### src/rtl/alu_pkg.sv
// alu_pkg: command encodings and default width
// shared by the ALU datapath, pipeline and bench
package alu_pkg;

  localparam int DEF_WIDTH = 32;

  localparam logic [2:0] ALU_ADD  = 3'b000;
  localparam logic [2:0] ALU_SUB  = 3'b001;
  localparam logic [2:0] ALU_XOR  = 3'b010;
  localparam logic [2:0] ALU_SLT  = 3'b011;
  localparam logic [2:0] ALU_AND  = 3'b100;
  localparam logic [2:0] ALU_NAND = 3'b101;
  localparam logic [2:0] ALU_NOR  = 3'b110;
  localparam logic [2:0] ALU_OR   = 3'b111;

endpackage

### src/rtl/alu_core.sv
// alu_core: combinational ALU datapath
// result and flags from a, b and command
module alu_core
  import alu_pkg::*;
#(
  parameter int WIDTH = DEF_WIDTH
) (
  input  logic [WIDTH-1:0] a,
  input  logic [WIDTH-1:0] b,
  input  logic [2:0]       command,
  output logic [WIDTH-1:0] result,
  output logic             carryout,
  output logic             overflow,
  output logic             zero
);

  logic [WIDTH:0] sum;
  logic [WIDTH:0] diff;
  logic           add_ovf;
  logic           sub_ovf;
  logic           slt;

  assign sum  = {1'b0, a} + {1'b0, b};
  assign diff = {1'b0, a} - {1'b0, b};

  assign add_ovf = (a[WIDTH-1] == b[WIDTH-1]) &&
                   (sum[WIDTH-1] != a[WIDTH-1]);
  assign sub_ovf = (a[WIDTH-1] != b[WIDTH-1]) &&
                   (diff[WIDTH-1] != a[WIDTH-1]);

  // signed less-than from the subtraction's sign and overflow
  assign slt = diff[WIDTH-1] ^ sub_ovf;

  // command decode; arithmetic flags only for ADD/SUB
  always_comb begin
    result   = '0;
    carryout = 1'b0;
    overflow = 1'b0;
    unique case (command)
      ALU_ADD: begin
        result   = sum[WIDTH-1:0];
        carryout = sum[WIDTH];
        overflow = add_ovf;
      end
      ALU_SUB: begin
        result   = diff[WIDTH-1:0];
        carryout = diff[WIDTH];
        overflow = sub_ovf;
      end
      ALU_XOR:  result = a ^ b;
      ALU_SLT:  result = {{(WIDTH-1){1'b0}}, slt};
      ALU_AND:  result = a & b;
      ALU_NAND: result = ~(a & b);
      ALU_NOR:  result = ~(a | b);
      ALU_OR:   result = a | b;
      default:  result = '0;
    endcase
  end

  assign zero = (result == '0);

endmodule

### src/rtl/alu_pipe.sv
// alu_pipe: two-stage pipelined ALU
// valid/ready on both sides, sticky overflow, op counter
module alu_pipe
  import alu_pkg::*;
#(
  parameter int WIDTH = DEF_WIDTH,
  parameter int CNT_W = 16
) (
  input  logic             clk,
  input  logic             reset,
  input  logic             in_valid,
  output logic             in_ready,
  input  logic [WIDTH-1:0] operand_a,
  input  logic [WIDTH-1:0] operand_b,
  input  logic [2:0]       command,
  output logic             out_valid,
  input  logic             out_ready,
  output logic [WIDTH-1:0] result,
  output logic             carryout,
  output logic             zero,
  output logic             overflow,
  input  logic             clear_sticky,
  output logic             sticky_overflow,
  output logic [CNT_W-1:0] op_count
);

  logic             s1_valid;
  logic [WIDTH-1:0] s1_a;
  logic [WIDTH-1:0] s1_b;
  logic [2:0]       s1_cmd;
  logic             s2_valid;
  logic             adv1;
  logic             adv2;
  logic             out_xfer;

  logic [WIDTH-1:0] c_result;
  logic             c_carry;
  logic             c_ovf;
  logic             c_zero;

  assign adv2      = !s2_valid || out_ready;
  assign adv1      = !s1_valid || adv2;
  assign in_ready  = adv1;
  assign out_valid = s2_valid;
  assign out_xfer  = s2_valid && out_ready;

  alu_core #(.WIDTH(WIDTH)) u_core (
    .a        (s1_a),
    .b        (s1_b),
    .command  (s1_cmd),
    .result   (c_result),
    .carryout (c_carry),
    .overflow (c_ovf),
    .zero     (c_zero)
  );

  // stage 1: capture operands whenever the stage can move
  always_ff @(posedge clk or posedge reset) begin
    if (reset) begin
      s1_valid <= 1'b0;
      s1_a     <= '0;
      s1_b     <= '0;
      s1_cmd   <= ALU_ADD;
    end else if (adv1) begin
      s1_valid <= in_valid;
      if (in_valid) begin
        s1_a   <= operand_a;
        s1_b   <= operand_b;
        s1_cmd <= command;
      end
    end
  end

  // stage 2: register result and flags; hold while stalled
  always_ff @(posedge clk or posedge reset) begin
    if (reset) begin
      s2_valid <= 1'b0;
      result   <= '0;
      carryout <= 1'b0;
      overflow <= 1'b0;
      zero     <= 1'b1;
    end else if (adv2) begin
      s2_valid <= s1_valid;
      if (s1_valid) begin
        result   <= c_result;
        carryout <= c_carry;
        overflow <= c_ovf;
        zero     <= c_zero;
      end
    end
  end

  // sticky overflow: a set on transfer beats a clear
  always_ff @(posedge clk or posedge reset) begin
    if (reset)
      sticky_overflow <= 1'b0;
    else if (out_xfer && overflow)
      sticky_overflow <= 1'b1;
    else if (clear_sticky)
      sticky_overflow <= 1'b0;
  end

  // completed-operation counter, wraps naturally
  always_ff @(posedge clk or posedge reset) begin
    if (reset)
      op_count <= '0;
    else if (out_xfer)
      op_count <= op_count + 1'b1;
  end

endmodule

### config.mk
export PLATFORM = sky130hd
export DESIGN_NAME = alu_pipe
export DESIGN_NICKNAME = d
export VERILOG_FILES = /design/src/rtl/alu_pkg.sv /design/src/rtl/alu_core.sv /design/src/rtl/alu_pipe.sv
export SDC_FILE = /design/constraint.sdc
export NUM_CORES = 1
export LEC_CHECK = 0
export CAP_MARGIN = 20
export CORE_UTILIZATION = 50
export CTS_BUF_LIST = sky130_fd_sc_hd__clkbuf_16
export DETAILED_ROUTE_END_ITERATION = 8
export PLACE_DENSITY_LB_ADDON = 0.25
export SYNTH_ARGS = -nofsm -noshare
export SYNTH_HDL_FRONTEND = slang
export SYNTH_SLANG_ARGS = --single-unit
### constraint.sdc
create_clock -name clk -period 5.05 [get_ports clk]
set_input_delay 0.505 -clock clk [delete_from_list [all_inputs] [get_ports clk]]
set_output_delay 0.505 -clock clk [all_outputs]
set_load 0.005 [all_outputs]
==> impl_metrics.env <==
export IMPL_io_buffers=125
export IMPL_min_period_ps=4940
export IMPL_worst_slew_pin_slew_ps=979
export IMPL_layout_commonest_cell="clkdlybuf4s50_1"
export IMPL_yosysSeqAreaShare=0.277
export IMPL_mostFrequentLayoutCells="125 x clkdlybuf4s50_1, 118 x dfrtp_1, 114 x nand2_1, 97 x inv_1, 94 x ha_1"
export IMPL_critPathArrivalTime_ps=5290
export IMPL_maxCapViolCount=0
export IMPL_clock_root_buffer="clkbuf_16"
export IMPL_die_y_um=150
export IMPL_startpoint_type="flip-flop"
export IMPL_syn_inst=1288
export IMPL_power_leakage_nw=5.91
export IMPL_mappedNetlistNets=1460
export IMPL_synthArstFlopShare=1.00
export IMPL_core_region_area_um2=21200
export IMPL_rsz0062_at_grt="yes"
export IMPL_slew_violations=0
export IMPL_gp_congestion=0.996
export IMPL_ys_flop_type="dfrtp_1"
export IMPL_skew_ps=14.3
export IMPL_yosys_warnings=0
export IMPL_syn_avg_cell_area_um2=8.50
export IMPL_grt_start_max_net_pins=84
export IMPL_cts_inserted_buffers=17
export IMPL_path_clk_slew_ps=70
export IMPL_drt_wl_total_um=37000
export IMPL_num_rows=53
export IMPL_synth_top_cells_by_area="dfrtp_1 27%, ha_1 11%, mux2_2 8.3%"
export IMPL_syn_area_um2=11000
export IMPL_setup_slack_ps=109
export IMPL_status="finished clean"
export IMPL_antenna_found_initial=1
export IMPL_cp_max_fo=4
export IMPL_clockBufferDepth=2
export IMPL_worst_setup_path_type="flip-flop to flip-flop"
export IMPL_drive_gt1_frac=0.159
export IMPL_vdd_drop_max_mv=0.238
export IMPL_syn_to_final_growth_pct=23.5
export IMPL_drt_iter0_markers=996
export IMPL_post_drt_wl_per_cell_um=21.5
export IMPL_clock_insertion_delay_worst_skew_ps=440
export IMPL_grt_pass1_wl_um=57400
export IMPL_place_ws_ps=-210
export IMPL_setup_viol=0
export IMPL_synth_distinct_cells=86
export IMPL_ant_nets=0
export IMPL_grt_use_total=0.338
export IMPL_fin_util=0.638
export IMPL_grt_remaining_overflow=0
export IMPL_drc=0
export IMPL_routed_via_density=6.18
export IMPL_place_detailed_hpwl_um=27700
export IMPL_endpoint_kind="flip-flop"
export IMPL_yosys_area_top_type="dfrtp_1"
export IMPL_fill_cells=1854
export IMPL_cts_max_level=4
export IMPL_period_share=0.978
export IMPL_synth_top_area_frac=0.274
export IMPL_insertedDiodeCount=0
export IMPL_ioPinCount=126
export IMPL_max_freq_ghz=0.202
export IMPL_first_global_vias=10036
export IMPL_hold_path_class="primary input to asynchronous set/reset pin"
export IMPL_vias=10636
export IMPL_cts_sink_count=121
export IMPL_critPathRequiredTime_ps=5400
export IMPL_die_w_um=150
export IMPL_start_util=0.516
export IMPL_hold_viol=0
export IMPL_nets=1606
export IMPL_synth_edf_count=0
export IMPL_relSlewSlack=0.346
export IMPL_dr_pass1_iters=8
export IMPL_synth_seq_cells=121
export IMPL_powerDensity_nw_per_um2=426
export IMPL_cts_tree="built"
export IMPL_die_area_um2=22500
-- path summary, 6_finish.rpt --
check	startpoint	endpoint	slack (ps)	cells past startpoint
min	reset	op_count[12]	330	2
max in group asynchronous	reset	s1_a[10]	3960	3
max	s1_b[18]	zero	110	23
min in group clk	result[8]	result[8]	480	2
min reg2reg	result[8]	result[8]	480	2
max reg2reg	s1_b[18]	zero	110	23
-- report_power, final --
group          switching (mW)  total (mW)  internal [mW]
Sequential              0.185        1.37           1.18
Clock                   0.584        1.24          0.657
Combinational            1.81        3.16           1.35
Total                    2.58        5.77           3.19
-- state kept, by name, summed over array words and instances, names as in the netlist, 3 cells and up --
signal    cells
result       32
s1_a         32
s1_b         32
op_count     16
s1_cmd        3
-- critical path, stage by stage (launching register included) --
cell,delay (ps)
dfrtp_1,380
inv_2,80
ha_4,210
nor2_4,120
nor3_1,60
a222oi_1,410
buf_4,230
o311ai_4,130
a211oi_2,260
o21bai_1,120
a21oi_1,170
nor2_1,70
o21bai_1,220
fa_2,250
mux2i_1,80
a221oi_2,300
a21oi_2,70
nor4b_2,290
o2111ai_2,160
a2111oi_2,370
o2111ai_1,170
nor4_1,340
nand4_1,150
o31ai_2,220
-- cells by family after synthesis --
family / synth area share
flip-flops: 0.277
AND/OR/NAND/NOR: 0.161
adder cells (fa/ha/maj): 0.116
AO/OA/AOI/OAI: 0.225
XOR/XNOR: 0.0464
multiplexers: 0.111
buffers and inverters: 0.0644
-- routing by layer --
metal / vias to the layer above / global-route usage / share of wire
met5: - / 0 / 0.00035
met4: 2 / 0.108 / 0.026
met3: 78 / 0.0695 / 0.092
met2: 557 / 0.518 / 0.44
met1: 5071 / 0.473 / 0.44
li1: 4928 / - / -
-- stage by stage --
| step | hold slack (ps) | cells | cell area (um2) | setup TNS, ps | total power [mW] |
|---|---|---|---|---|---|
| finish | 333 | 1722 | 13500 | 0 | 5.77 |
| floorplan | 468 | 1288 | 11000 | 0 | 3.22 |
| global placement | 458 | 1685 | 12800 | 0 | 4.34 |
| CTS | 485 | 1717 | 13400 | 0 | 5.65 |
| detailed placement | 466 | 1685 | 12800 | -210 | 4.37 |
| global route | 349 | 1722 | 13500 | -212 | 6.10 |
-- cells in the mapped netlist, types with 8 or more instances --
master / instances
nor3_1: 26
a22oi_1: 9
xnor2_1: 50
a21oi_1: 84
xor2_1: 8
nand3_1: 18
o21a_1: 15
inv_1: 101
dfrtp_1: 120
nor2b_1: 20
clkbuf_1: 40
nand2b_1: 17
o2111ai_1: 8
mux2_2: 81
a31oi_1: 22
nor2_1: 88
a21o_1: 16
o21ai_0: 69
nand2_1: 115
a221oi_1: 12
buf_2: 21
a211oi_1: 15
nand4_1: 22
mux2i_1: 29
nor4_1: 9
o31ai_1: 14
o211ai_1: 17
ha_1: 97
o21bai_1: 11
-- area by class of cell --
cell class | instances | area [um2] | area share
Clock buffer | 17 | 425 | 0.0314
Clock inverter | 15 | 153 | 0.0113
Inverter | 102 | 385 | 0.0285
Multi-Input combinational cell | 993 | 7360 | 0.544
Sequential cell | 121 | 3030 | 0.224
Tap cell | 275 | 344 | 0.0254
Timing Repair Buffer | 199 | 1830 | 0.135
-- what timing repair did --
action / 4_1_cts / 5_1_grt
resized for setup: 6 / 24
setup buffers: 0 / 4
pin swaps: 4 / 15
hold buffers: 0 / 0
endpoints found under the setup margin: 1 / 1
Power figures use the tool's default switching activity.
